`config.mk`:
```
export PLATFORM = sky130hd
export DESIGN_NAME = scr1_mem_arb_flat
export DESIGN_NICKNAME = d
export VERILOG_FILES = /design/src/rtl/scr1_mem_arb_pkg.sv /design/src/rtl/scr1_mem_arb_if.sv /design/src/rtl/scr1_arb_id_fifo.sv /design/src/rtl/scr1_mem_arb.sv /design/src/flat_wrapper.sv
export SDC_FILE = /design/constraint.sdc
export NUM_CORES = 1
export LEC_CHECK = 0
export BUFFER_PORTS_ARGS = -buffer_cell sky130_fd_sc_hd__buf_4
export CORE_AREA = 2 2 121 123
export CTS_CLUSTER_SIZE = 12
export DETAILED_ROUTE_END_ITERATION = 6
export DIE_AREA = 0 0 123 125
export PLACE_DENSITY = 0.46
export SYNTH_ARGS = -nofsm -noshare
export SYNTH_HDL_FRONTEND = slang
export SYNTH_SLANG_ARGS = --single-unit
```
`constraint.sdc`:
```
create_clock -name clk -period 2.32 [get_ports clk]
set_input_delay 0.348 -clock clk [delete_from_list [all_inputs] [get_ports clk]]
set_output_delay 0.348 -clock clk [all_outputs]
set_load 0.01 [all_outputs]
```
`src/rtl/scr1_mem_arb_pkg.sv`:
```
// -----------------------------------------------------------------------------
// scr1_mem_arb_pkg
// Shared memory-interface types (cmd/width/resp) plus arbiter-specific
// definitions: the master-ID type and the default outstanding-response depth.
// No ports.
// -----------------------------------------------------------------------------
package scr1_mem_arb_pkg;

    typedef enum logic {
        SCR1_MEM_CMD_RD = 1'b0,
        SCR1_MEM_CMD_WR = 1'b1
    } type_scr1_mem_cmd_e;

    typedef enum logic [1:0] {
        SCR1_MEM_WIDTH_BYTE  = 2'b00,
        SCR1_MEM_WIDTH_HWORD = 2'b01,
        SCR1_MEM_WIDTH_WORD  = 2'b10
    } type_scr1_mem_width_e;

    typedef enum logic [1:0] {
        SCR1_MEM_RESP_NOTRDY = 2'b00,
        SCR1_MEM_RESP_RDY_OK = 2'b01,
        SCR1_MEM_RESP_RDY_ER = 2'b10
    } type_scr1_mem_resp_e;

    typedef enum logic {
        SCR1_ARB_M0 = 1'b0,
        SCR1_ARB_M1 = 1'b1
    } type_scr1_arb_id_e;

    localparam int unsigned SCR1_ARB_DEPTH_DEFAULT = 2;

endpackage : scr1_mem_arb_pkg

```
`src/rtl/scr1_mem_arb_if.sv`:
```
// -----------------------------------------------------------------------------
// scr1_mem_arb_if
// One SCR1 core memory-interface link (request + response).
//   master modport : side issuing requests (drives req/cmd/width/addr/wdata)
//   slave  modport : side serving requests (drives req_ack/rdata/resp)
// -----------------------------------------------------------------------------
interface scr1_mem_arb_if #(
    parameter int unsigned SCR1_ADDR_WIDTH = 32
);
    import scr1_mem_arb_pkg::*;

    logic                       req;
    type_scr1_mem_cmd_e         cmd;
    type_scr1_mem_width_e       width;
    logic [SCR1_ADDR_WIDTH-1:0] addr;
    logic [31:0]                wdata;
    logic                       req_ack;
    logic [31:0]                rdata;
    type_scr1_mem_resp_e        resp;

    modport master (
        output req, cmd, width, addr, wdata,
        input  req_ack, rdata, resp
    );

    modport slave (
        input  req, cmd, width, addr, wdata,
        output req_ack, rdata, resp
    );

endinterface : scr1_mem_arb_if

```
`src/rtl/scr1_arb_id_fifo.sv`:
```
// -----------------------------------------------------------------------------
// scr1_arb_id_fifo
// In-order FIFO of 1-bit master IDs, DEPTH entries (power of 2, >= 2).
// Pointers wrap naturally modulo DEPTH.
//   clk, rst_n  : clock, asynchronous active-low reset
//   i_push      : write i_push_id (ignored when full)
//   i_pop       : drop head entry (ignored when empty)
//   o_head      : ID at the head
//   o_full      : DEPTH entries stored
//   o_empty     : no entries stored
// -----------------------------------------------------------------------------
module scr1_arb_id_fifo
    import scr1_mem_arb_pkg::*;
#(
    parameter int unsigned DEPTH = SCR1_ARB_DEPTH_DEFAULT
) (
    input  logic              clk,
    input  logic              rst_n,
    input  logic              i_push,
    input  type_scr1_arb_id_e i_push_id,
    input  logic              i_pop,
    output type_scr1_arb_id_e o_head,
    output logic              o_full,
    output logic              o_empty
);
    localparam int unsigned PTR_W = $clog2(DEPTH);
    localparam int unsigned CNT_W = $clog2(DEPTH + 1);

    type_scr1_arb_id_e r_mem [DEPTH];
    logic [PTR_W-1:0]  r_wptr;
    logic [PTR_W-1:0]  r_rptr;
    logic [CNT_W-1:0]  r_cnt;

    logic w_push;
    logic w_pop;

    assign w_push  = i_push & ~o_full;
    assign w_pop   = i_pop & ~o_empty;
    assign o_full  = (r_cnt == CNT_W'(DEPTH));
    assign o_empty = (r_cnt == '0);
    assign o_head  = r_mem[r_rptr];

    always_ff @(posedge clk or negedge rst_n) begin
        if (!rst_n) begin
            r_wptr <= '0;
            r_rptr <= '0;
            r_cnt  <= '0;
            for (int unsigned i = 0; i < DEPTH; i++) begin
                r_mem[i] <= SCR1_ARB_M0;
            end
        end else begin
            if (w_push) begin
                r_mem[r_wptr] <= i_push_id;
                r_wptr        <= r_wptr + PTR_W'(1);
            end
            if (w_pop) begin
                r_rptr <= r_rptr + PTR_W'(1);
            end
            case ({w_push, w_pop})
                2'b10:   r_cnt <= r_cnt + CNT_W'(1);
                2'b01:   r_cnt <= r_cnt - CNT_W'(1);
                default: r_cnt <= r_cnt;
            endcase
        end
    end

endmodule : scr1_arb_id_fifo

```
`src/rtl/scr1_mem_arb.sv`:
```
// -----------------------------------------------------------------------------
// scr1_mem_arb
// Two-master to one-slave arbiter on the SCR1 memory interface. One pending
// request is forwarded combinationally per cycle; granted IDs are queued in
// order and slave responses are steered back to the queued master.
//   clk, rst_n : clock, asynchronous active-low reset
//   m0, m1     : master links (slave modport)
//   s          : downstream link (master modport)
//   arb_idle   : no responses outstanding
// Build option: SCR1_MEM_ARB_FIXED_PRIO_EN -- m0 wins ties (no round-robin).
// -----------------------------------------------------------------------------
module scr1_mem_arb
    import scr1_mem_arb_pkg::*;
#(
    parameter int unsigned SCR1_ARB_DEPTH  = SCR1_ARB_DEPTH_DEFAULT,
    parameter int unsigned SCR1_ADDR_WIDTH = 32
) (
    input  logic                  clk,
    input  logic                  rst_n,
    scr1_mem_arb_if.slave         m0,
    scr1_mem_arb_if.slave         m1,
    scr1_mem_arb_if.master        s,
    output logic                  arb_idle
);
    logic                       r_hold_vld;
    type_scr1_arb_id_e          r_hold_id;
`ifndef SCR1_MEM_ARB_FIXED_PRIO_EN
    type_scr1_arb_id_e          r_rr_last;
`endif

    type_scr1_arb_id_e          w_sel;
    logic                       w_sel_req;
    logic [SCR1_ADDR_WIDTH-1:0] w_sel_addr;
    logic                       w_accept;
    logic                       w_resp_vld;
    type_scr1_arb_id_e          w_head;
    logic                       w_fifo_full;
    logic                       w_fifo_empty;

    // A held grant pins the selection until the slave acks; with nothing
    // pending the selection defaults to m0 so the forwarded fields are stable.
    always_comb begin
        w_sel = SCR1_ARB_M0;
        if (r_hold_vld) begin
            w_sel = r_hold_id;
        end else if (m0.req && m1.req) begin
`ifdef SCR1_MEM_ARB_FIXED_PRIO_EN
            w_sel = SCR1_ARB_M0;
`else
            w_sel = (r_rr_last == SCR1_ARB_M0) ? SCR1_ARB_M1 : SCR1_ARB_M0;
`endif
        end else if (m1.req) begin
            w_sel = SCR1_ARB_M1;
        end
    end

    assign w_sel_req  = (w_sel == SCR1_ARB_M1) ? m1.req  : m0.req;
    assign w_sel_addr = (w_sel == SCR1_ARB_M1) ? m1.addr : m0.addr;

    // Full blocks the request even if a pop happens this cycle, keeping
    // s_resp out of the s_req path.
    assign s.req   = w_sel_req & ~w_fifo_full;
    assign s.cmd   = (w_sel == SCR1_ARB_M1) ? m1.cmd   : m0.cmd;
    assign s.width = (w_sel == SCR1_ARB_M1) ? m1.width : m0.width;
    assign s.addr  = w_sel_addr;
    assign s.wdata = (w_sel == SCR1_ARB_M1) ? m1.wdata : m0.wdata;

    assign w_accept   = s.req & s.req_ack;
    assign m0.req_ack = w_accept & (w_sel == SCR1_ARB_M0);
    assign m1.req_ack = w_accept & (w_sel == SCR1_ARB_M1);

    assign w_resp_vld = (s.resp != SCR1_MEM_RESP_NOTRDY) & ~w_fifo_empty;
    assign m0.resp    = (w_resp_vld && w_head == SCR1_ARB_M0) ? s.resp  : SCR1_MEM_RESP_NOTRDY;
    assign m1.resp    = (w_resp_vld && w_head == SCR1_ARB_M1) ? s.resp  : SCR1_MEM_RESP_NOTRDY;
    assign m0.rdata   = (w_resp_vld && w_head == SCR1_ARB_M0) ? s.rdata : '0;
    assign m1.rdata   = (w_resp_vld && w_head == SCR1_ARB_M1) ? s.rdata : '0;

    assign arb_idle = w_fifo_empty;

    always_ff @(posedge clk or negedge rst_n) begin
        if (!rst_n) begin
            r_hold_vld <= 1'b0;
            r_hold_id  <= SCR1_ARB_M0;
        end else if (w_accept) begin
            r_hold_vld <= 1'b0;
        end else if (s.req) begin
            r_hold_vld <= 1'b1;
            r_hold_id  <= w_sel;
        end
    end

`ifndef SCR1_MEM_ARB_FIXED_PRIO_EN
    // Resets to m1 so m0 wins the first tie.
    always_ff @(posedge clk or negedge rst_n) begin
        if (!rst_n) begin
            r_rr_last <= SCR1_ARB_M1;
        end else if (w_accept) begin
            r_rr_last <= w_sel;
        end
    end
`endif

    scr1_arb_id_fifo #(
        .DEPTH (SCR1_ARB_DEPTH)
    ) u_id_fifo (
        .clk       (clk),
        .rst_n     (rst_n),
        .i_push    (w_accept),
        .i_push_id (w_sel),
        .i_pop     (w_resp_vld),
        .o_head    (w_head),
        .o_full    (w_fifo_full),
        .o_empty   (w_fifo_empty)
    );

    a_no_orphan_resp : assert property (
        @(posedge clk) disable iff (!rst_n)
        !((s.resp != SCR1_MEM_RESP_NOTRDY) && w_fifo_empty)
    );

endmodule : scr1_mem_arb

```
`src/flat_wrapper.sv`:
```
// flat-port wrapper written by rule: the top's interface ports become plain ports
module scr1_mem_arb_flat import scr1_mem_arb_pkg::*;
#(
    parameter int unsigned SCR1_ARB_DEPTH  = SCR1_ARB_DEPTH_DEFAULT,
    parameter int unsigned SCR1_ADDR_WIDTH = 32
)
  (clk, rst_n, arb_idle, m0_req, m0_cmd, m0_width, m0_addr, m0_wdata, m0_req_ack, m0_rdata, m0_resp, m1_req, m1_cmd, m1_width, m1_addr, m1_wdata, m1_req_ack, m1_rdata, m1_resp, s_req, s_cmd, s_width, s_addr, s_wdata, s_req_ack, s_rdata, s_resp);
  scr1_mem_arb_if #(.SCR1_ADDR_WIDTH(SCR1_ADDR_WIDTH)) m0_i ();
  scr1_mem_arb_if #(.SCR1_ADDR_WIDTH(SCR1_ADDR_WIDTH)) m1_i ();
  scr1_mem_arb_if #(.SCR1_ADDR_WIDTH(SCR1_ADDR_WIDTH)) s_i ();
  input  logic clk;
  input  logic rst_n;
  output logic arb_idle;
  input wire logic [$bits(m0_i.req)-1:0] m0_req;
  input wire logic [$bits(m0_i.cmd)-1:0] m0_cmd;
  input wire logic [$bits(m0_i.width)-1:0] m0_width;
  input wire logic [$bits(m0_i.addr)-1:0] m0_addr;
  input wire logic [$bits(m0_i.wdata)-1:0] m0_wdata;
  output wire logic [$bits(m0_i.req_ack)-1:0] m0_req_ack;
  output wire logic [$bits(m0_i.rdata)-1:0] m0_rdata;
  output wire logic [$bits(m0_i.resp)-1:0] m0_resp;
  input wire logic [$bits(m1_i.req)-1:0] m1_req;
  input wire logic [$bits(m1_i.cmd)-1:0] m1_cmd;
  input wire logic [$bits(m1_i.width)-1:0] m1_width;
  input wire logic [$bits(m1_i.addr)-1:0] m1_addr;
  input wire logic [$bits(m1_i.wdata)-1:0] m1_wdata;
  output wire logic [$bits(m1_i.req_ack)-1:0] m1_req_ack;
  output wire logic [$bits(m1_i.rdata)-1:0] m1_rdata;
  output wire logic [$bits(m1_i.resp)-1:0] m1_resp;
  output wire logic [$bits(s_i.req)-1:0] s_req;
  output wire logic [$bits(s_i.cmd)-1:0] s_cmd;
  output wire logic [$bits(s_i.width)-1:0] s_width;
  output wire logic [$bits(s_i.addr)-1:0] s_addr;
  output wire logic [$bits(s_i.wdata)-1:0] s_wdata;
  input wire logic [$bits(s_i.req_ack)-1:0] s_req_ack;
  input wire logic [$bits(s_i.rdata)-1:0] s_rdata;
  input wire logic [$bits(s_i.resp)-1:0] s_resp;
  assign m0_i.req = m0_req;
  assign m0_i.cmd = m0_cmd;
  assign m0_i.width = m0_width;
  assign m0_i.addr = m0_addr;
  assign m0_i.wdata = m0_wdata;
  assign m0_req_ack = m0_i.req_ack;
  assign m0_rdata = m0_i.rdata;
  assign m0_resp = m0_i.resp;
  assign m1_i.req = m1_req;
  assign m1_i.cmd = m1_cmd;
  assign m1_i.width = m1_width;
  assign m1_i.addr = m1_addr;
  assign m1_i.wdata = m1_wdata;
  assign m1_req_ack = m1_i.req_ack;
  assign m1_rdata = m1_i.rdata;
  assign m1_resp = m1_i.resp;
  assign s_req = s_i.req;
  assign s_cmd = s_i.cmd;
  assign s_width = s_i.width;
  assign s_addr = s_i.addr;
  assign s_wdata = s_i.wdata;
  assign s_i.req_ack = s_req_ack;
  assign s_i.rdata = s_rdata;
  assign s_i.resp = s_resp;
  scr1_mem_arb #(.SCR1_ARB_DEPTH(SCR1_ARB_DEPTH), .SCR1_ADDR_WIDTH(SCR1_ADDR_WIDTH)) u_core (.clk(clk), .rst_n(rst_n), .m0(m0_i), .m1(m1_i), .s(s_i), .arb_idle(arb_idle));
endmodule
```
Yosys cells after proc, flatten, opt, wreduce, memory -nomap -nowiden

Cells that the tools add are included.
Widths: inputs -> output; s select.

Bits of input ports: 173
Output and inout port bits: 139
Logic and storage cells: 63
Register bits after elaboration: 9

Equal/unequal tests: 3
Reductions and logical operators: 9
Bitwise operators: 14
Multiplexer cells: 22
$add $sub $neg: 4
Magnitude comparators: 3

Operators by type and width:

| operator            | count |
|---|---|
| $mux 32             | 4 |
| $mux 1              | 12 |
| $and 1x1->1         | 7 |
| $mux 2              | 3 |
| $reduce_bool 2->1   | 3 |
| $not 1->1           | 5 |
| $eq 2x2->1 const B  | 2 |
| $ge 2x2->1 const B  | 2 |
| $logic_and 1x1->1   | 4 |
| $not 1->2           | 2 |
| $pmux 2 s2          | 1 |
| $add 1x1->1 const B | 2 |
| $add 2x1->2 const B | 1 |
| $bwmux 2            | 1 |
| $eq 2x1->1 const B  | 1 |
| $logic_not 2->1     | 1 |
| $lt 2x1->1 const B  | 1 |
| $reduce_and 2->1    | 1 |
| $sub 2x1->2 const B | 1 |
| $demux 1 s1         | 1 |

Depth between registers and ports, before layout

Gate-level depths: netlist (run 1).

Word-level depth: 9
Depth in mapped cells: 7
Mapped depth without buffers: 6

By module

From an unflattened synthesis (run 1), not the netlist that was laid out.

Cells, all modules: 196
Area, all modules: 1829.3 um^2

Modules (own cells, without submodules):

| module           | times used | sequential area each (um^2) | cells each | area each (um^2) |
|---|---|---|---|---|
| scr1_mem_arb     | 1          | 76.3                        | 173        | 1546.5 |
| scr1_arb_id_fifo | 1          | 150.1                       | 23         | 282.8 |

Worst setup path after synthesis (run 1)

OpenSTA, ideal clock, no wires.

Kind: register to output
Start point: register u_core.r_rr_last
End point: output s_addr[10]
Arrival: 1.356 ns
Required time: 1.972 ns
Path slack: 0.616 ns
Path buffers: 2
Stages on the path, launching flop included: 7
Cells stage by stage: dfstp_2 -> nand2_1 -> nand2_1 -> o21a_1 -> buf_4 -> buf_6 -> mux2_4

Word-level cells in the longest chain between the ends: 4

Ends and longest elaborated chain:

| element                | RTL line           | source |
|---|---|---|
| start, declared        | scr1_mem_arb.sv:28 | `type_scr1_arb_id_e r_rr_last;` |
| start signal, assigned | scr1_mem_arb.sv:98 | `r_rr_last <= w_sel;` |
| $mux 1                 | scr1_mem_arb.sv:50 | `w_sel = (r_rr_last == SCR1_ARB_M0) ? SCR1_ARB_M1 : SCR1_ARB_M0;` |
| $mux 1                 | scr1_mem_arb.sv:46 | `end else if (m0.req && m1.req) begin` |
| $mux 1                 | scr1_mem_arb.sv:44 | `if (r_hold_vld) begin` |
| $mux 32                | scr1_mem_arb.sv:58 | `assign w_sel_addr = (w_sel == SCR1_ARB_M1) ? m1.addr : m0.addr;` |
| end, declared          | flat_wrapper.sv:33 | `output wire logic [$bits(s_i.addr)-1:0] s_addr;` |

Every way passes these cells.

Worst setup path after layout (run 1)

Same ends and word-level chain as after synthesis.

==> results.toml, run 1 <==
[die]
core_sq_um = 14200
number_of_core_rows = 44
start_util = 0.144
top_level_ports = 312
die_width_microns = 123
die_h_microns = 125
fp.dieArea_sq_um = 15400

[drt]
dr.first_iter.drc_count = 53
wirelength_microns = 11000
dr.pass1.iters = 4
ant_nets = 0
vias_per_cell = 3.95
vias = 2714
routed_wire_length_per_instance_microns = 16.0
drcViolationCount = 0

[hold_path]
min-delay-path-class = "in -> reg"
hold_path_end = "u_core.r_hold_vld"
hold_depth = 2
min_from = "s_req_ack"

[timing]
min_period_over_period = 0.944
setup_slack_ns = 0.129
setup-tns-final_ns = 0
timing_worst_slew_pin_value_ns = 0.567
grt_setup_unrepaired = "no"
hold_slack_ns = 0.342
final.min_clock_period_ns = 2.19
maxSlewViolCount = 0
report.final.setup_viol = 0
timing.slew.headroom = 0.621
fmaxAchievable_mhz = 456
finClkSkew_ns = 0.00124
timing.final.hold_violations = 0

[synthesis]
synth.ff_latch_count = 9
syn_inst = 198
synthesis.area_sq_um = 2050
netlist-cell-type-count = 29
synth.top_cells.by_area = "mux2_4 51%, and2_1 10%, and3_1 10%"
synth_fp_nets = 372
syn_area_per_cell_sq_um = 10.4
post-synth-top-area-cell = "mux2_4"
synthDominantCellAreaShare = 0.505
yosys_warnings = 0
synth-seq-area-share = 0.111

[global_route]
grt_start_max_net_pins = 40
grt_use_met1 = 0.132
grt.met3_usage = 0.0479
grt_util_all_layers = 0.127
first_global_vias = 2682
antenna_found_initial = 0
grt_overflow_total = 0
grt_pass1_wl_microns = 15100
grtUsageMet2 = 0.247
global_route.peak_usage_layer = "met2"

[final_layout]
layoutNonFillerInstCount = 687
leading_cell_type_in_the_layout_fill_and_taps_excluded = "buf_4"
mostFrequentLayoutCells = "315 x buf_4, 69 x mux2_4, 34 x and3_1, 34 x and2_1, 8 x dfrtp_1"
num_antenna_cells = 0
layout.cell_area.non_filler_sq_um = 4660
multi_input_area_sq_um = 1700
area_grow_syn2layout_pct = 127
fillCellCount = 1519
design.final.nets = 678
post_route_cells_drive_above_1_share = 0.785
sequential_cell_area_sq_um = 226

[setup_path]
critPathRequiredTime_ns = 1.97
worstSetupEndpointType = "output pin"
timing.setup.critical_path_class = "reg -> out"
crit_path_max_fanout = 39
timing.reg2reg.worst_path_depth = 6
worst_ep_arrival_time_ns = 1.84
startpoint_type = "flop"
reg2reg_setup_slack_ns = 0.54
regToRegEndpoint = "u_core.u_id_fifo.r_cnt[1]"
r2r-start = "u_core.u_id_fifo.r_cnt[1]"

[flow_run]
drv.max_cap_violation_count = 0

[clocking]
cts_max_path_buffers = 2
cts_root_buffer = "clkbuf_16"
cts_tree = "done"
clkSinkCount = 9
clk_transition_reported_paths_ns = 0.04
ctsHtreeMaxLevel = 1
postCtsSetupRepairBufs = 0
clock_latency_ns = 0.23
cts_made_buffers = 3

[placed_design]
hpwl_microns = 9460
dp_slack_ns = 0.182
dp.cells = 682
placed_cell_area_sq_um = 4570
globalplace.congestion = 0.822
placement.io_buffers = 311

[pwr]
max-vdd-ir-drop_mv = 0.528
power.density_cell_area_nw_per_um2 = 985
leakage_nw = 2.69

[outcome]
status = "finished clean"
==> registers in the layout, indices dropped and copies added, names as in the netlist <==
name,count
u_core.u_id_fifo.r_cnt,2
u_core.u_id_fifo.r_mem,2
u_core.r_hold_id,1
u_core.r_hold_vld,1
u_core.r_rr_last,1
u_core.u_id_fifo.r_rptr,1
u_core.u_id_fifo.r_wptr,1
==> routing by layer <==
metal	share of wire	vias to the layer above
li1	-	1307
met1	0.35	1236
met2	0.53	167
met3	0.12	4
met4	0.0038	0
met5	0	-
==> synthesized netlist by cell type <==
cell type	number
mux2_4	69
and2_1	34
and3_1	34
dfrtp_1	8
buf_6	7
nor2_1	6
clkbuf_1	5
nand2_1	4
xnor2_1	4
clkbuf_2	3
inv_1	3
o21ai_0	3
o31ai_1	2
a21oi_1	1
buf_2	1
buf_4	1
dfstp_2	1
ha_1	1
mux2_1	1
mux2i_2	1
nand2b_1	1
nor2_2	1
nor3_1	1
o2111ai_4	1
o21a_1	1
o21bai_1	1
o22ai_1	1
or2_2	1
xor2_1	1
==> worst max path at each step <==
stage	start	to
detailed placement	s_resp[1]	m1_rdata[25]
global route	u_core.r_rr_last	s_wdata[22]
finish	u_core.r_rr_last	s_addr[10]
CTS	u_core.r_rr_last	s_wdata[22]
global placement	s_resp[1]	m1_rdata[29]
floorplan	u_core.r_rr_last	s_addr[10]
==> power by group <==
part	total, W	leakage (nW)	internal, W	switching (W)
clock	0.000300	0.0382	0.000229	0.0000704
combinational	0.00397	2.54	0.00224	0.00174
sequential	0.000315	0.107	0.000245	0.0000695
==> worst max-delay path: stages (launching register included) <==
cell and delay [ns]:
dfstp_2 0.52, nand2_1 0.04, nand2_1 0.09, o21a_4 0.16
buf_12 0.27, mux2_4 0.34, buf_4 0.14
==> cell type report <==
| cell class | count | share of cell area |
|---|---|---|
| repair buffers | 318 | 0.518 |
| multi-input cells | 169 | 0.365 |
| well taps | 184 | 0.0494 |
| flip-flops and latches | 9 | 0.0486 |
| clock buffers | 4 | 0.0169 |
| inverters | 3 | 0.00242 |
==> stage by stage <==
| stage | util | total power [W] |
|---|---|---|
| 3_5_place_dp | 0.322 | 0.00433 |
| 5_1_grt | 0.328 | 0.00490 |
| 4_1_cts | 0.328 | 0.00466 |
| 2_1_floorplan | - | 0.00265 |
| 3_3_place_gp | 0.322 | 0.00432 |
| 6_report | 0.328 | 0.00459 |
==> cell families after synthesis <==
family                     after synthesis  share of synthesized area
and+or+nand+nor                         82                      0.237
muxes                                   71                      0.518
buffers and inverters                   20                     0.0665
AOI/OAI and AO/OA                       10                     0.0403
DFF                                      9                      0.111
xor gates and xnor gates                 5                     0.0214
adders and majority gates                1                    0.00610
==> repair_timing <==
action                                  CTS  global route
hold buffers                              1             0
endpoints found under the hold margin     8             0
endpoints found under the setup margin   10             0
gates resized for setup                   1             0
Note: power is estimated with default switching activity, not from simulation.
==> run 2, diff against run 1 <==
--- a/config.mk
+++ b/config.mk
@@ -10,7 +10,7 @@
 export CTS_CLUSTER_SIZE = 12
 export DETAILED_ROUTE_END_ITERATION = 6
 export DIE_AREA = 0 0 123 125
-export PLACE_DENSITY = 0.46
+export PLACE_DENSITY_LB_ADDON = 0.25
 export SYNTH_ARGS = -nofsm -noshare
 export SYNTH_HDL_FRONTEND = slang
 export SYNTH_SLANG_ARGS = --single-unit
==> run 2 against run 1 <==
  * Power rose by 2.2%
  * Cell count up 0.73%
  * Sequential cell count stayed put
  * Critical endpoint is now s_addr[26]
  * Via count rose by 1.7%
==> results.toml, run 2 (synthesized netlist as in run 1, its figures left out) <==
[placed_design]
hpwl_microns = 9160
placement.io_buffers = 311
globalplace.congestion = 0.779
dp_slack_ns = 0.197
placed_cell_area_sq_um = 4580

[drt]
vias_per_cell = 3.99
vias = 2760
ant_nets = 0
drcViolationCount = 0
wirelength_microns = 10700
dr.first_iter.drc_count = 41
dr.pass1.iters = 4
routed_wire_length_per_instance_microns = 15.5

[timing]
setup_slack_ns = 0.0995
timing.slew.headroom = 0.629
grt_setup_unrepaired = "no"
fmaxAchievable_mhz = 450
maxSlewViolCount = 0
timing.final.hold_violations = 0
report.final.setup_viol = 0
final.min_clock_period_ns = 2.22
min_period_over_period = 0.957
finClkSkew_ns = 0.000836
timing_worst_slew_pin_value_ns = 0.555
setup-tns-final_ns = 0

[setup_path]
timing.critical_path.slowest_cell_delay_ns = 0.52
worstSetupEndpointType = "output pin"
critPathRequiredTime_ns = 1.97
cp_top_family = "flip-flops"
chain_of_cells_forming_the_critical_path = "nand2_1 > nand2_1 > o21a_4 > buf_12 > mux2_4 > buf_4"
timing.setup.critical_path_class = "reg -> out"
worst_ep_arrival_time_ns = 1.87
crit_path_top_delay_cell = "dfstp_2"
startpoint_type = "flop"
buffer_and_inverter_count_on_the_worst_path = 2
crit_path_max_fanout = 25
crit_path_frequent_cell = "nand2_1"

[hold_path]
min-delay-path-class = "in -> reg"

[die]
top_level_ports = 312
core_sq_um = 14200
start_util = 0.144
number_of_core_rows = 44
fp.dieArea_sq_um = 15400
die_h_microns = 125
die_width_microns = 123

[global_route]
grt_overflow_total = 0
grt_pass1_wl_microns = 15200
grt_util_all_layers = 0.124
antenna_found_initial = 0
first_global_vias = 2864
grt_start_max_net_pins = 35

[pwr]
power.switching_w = 0.00190
clock_power_share = 0.063
post-layout-total-power_w = 0.00469
power.switching_fraction = 0.405
combPwrFrac = 0.868
power.density_cell_area_nw_per_um2 = 996
register_share_of_total_power = 0.069
leakage_nw = 2.72
cellInternalPower_w = 0.00279
max-vdd-ir-drop_mv = 0.418

[clocking]
clkSinkCount = 9
cts_max_path_buffers = 2
cts_tree = "done"
cts_root_buffer = "clkbuf_16"
ctsHtreeMaxLevel = 1
clk_transition_reported_paths_ns = 0.04
cts_made_buffers = 3
clock_latency_ns = 0.23

[final_layout]
area_grow_syn2layout_pct = 130
num_antenna_cells = 0
mostFrequentLayoutCells = "319 x buf_4, 69 x mux2_4, 34 x and3_1, 34 x and2_1, 8 x dfrtp_1"
layout_top_registers = "u_core.u_id_fifo.r_cnt: 2 flops, u_core.u_id_fifo.r_mem: 2 flops"
layout.cell_area.non_filler_sq_um = 4710
leading_cell_type_in_the_layout_fill_and_taps_excluded = "buf_4"
design.final.nets = 683
post_route_cells_drive_above_1_share = 0.787

[flow_run]
drv.max_cap_violation_count = 0

[outcome]
status = "finished clean"
## run 2: power groups by stage
stage	combinational [W]	clock, W	sequential, W
after CTS	0.00407	0.000302	0.000325
after global placement	0.00403	0	0.000319
after global routing	0.00433	0.000319	0.000340
after floorplan	0.00235	0	0.000305
after detailed placement	0.00404	0	0.000327
final	0.00407	0.000294	0.000324
## run 2: metrics by stage
stage                      util  instances  hold WS (ns)
final                     0.332        692         0.349
after global routing      0.332        692         0.358
after CTS                 0.329        687         0.349
after detailed placement  0.322        682         0.182
after global placement    0.322        682         0.175
after floorplan               -        198        0.0524
## run 2: area by class of cell
cell class,instances,area [sq um]
inverters,3,11.3
repair buffers,323,2460
flip-flops and latches,9,226
well taps,184,230
clock buffers,4,78.8
multi-input cells,169,1700
fillers,1480,9490
## run 2: layer usage
metal / track usage / share of wire / up-vias
li1: - / - / 1321
met1: 0.135 / 0.36 / 1265
met2: 0.243 / 0.52 / 170
met3: 0.0315 / 0.11 / 4
met4: 0.0134 / 0.0043 / 0
met5: 0 / 0 / -
## run 2: worst paths after layout
kind                                         start                        end  slack (ns)  depth (start not counted)
max                               u_core.r_rr_last                 s_addr[26]         0.1                          6
min                                      s_req_ack          u_core.r_hold_vld        0.35                          2
max reg2reg                       u_core.r_hold_id  u_core.u_id_fifo.r_cnt[1]        0.56                          5
min reg2reg                u_core.u_id_fifo.r_rptr    u_core.u_id_fifo.r_rptr        0.51                          1
max in group asynchronous                    rst_n           u_core.r_rr_last        1.62                          2
min in group asynchronous                    rst_n  u_core.u_id_fifo.r_cnt[0]        0.48                          2
## run 2: timing repair
action	CTS	global route
hold buffers	1	0
buffers inserted	0	5
endpoints found under the hold margin	8	0
setup endpoints to repair	34	48
resized for setup	1	0
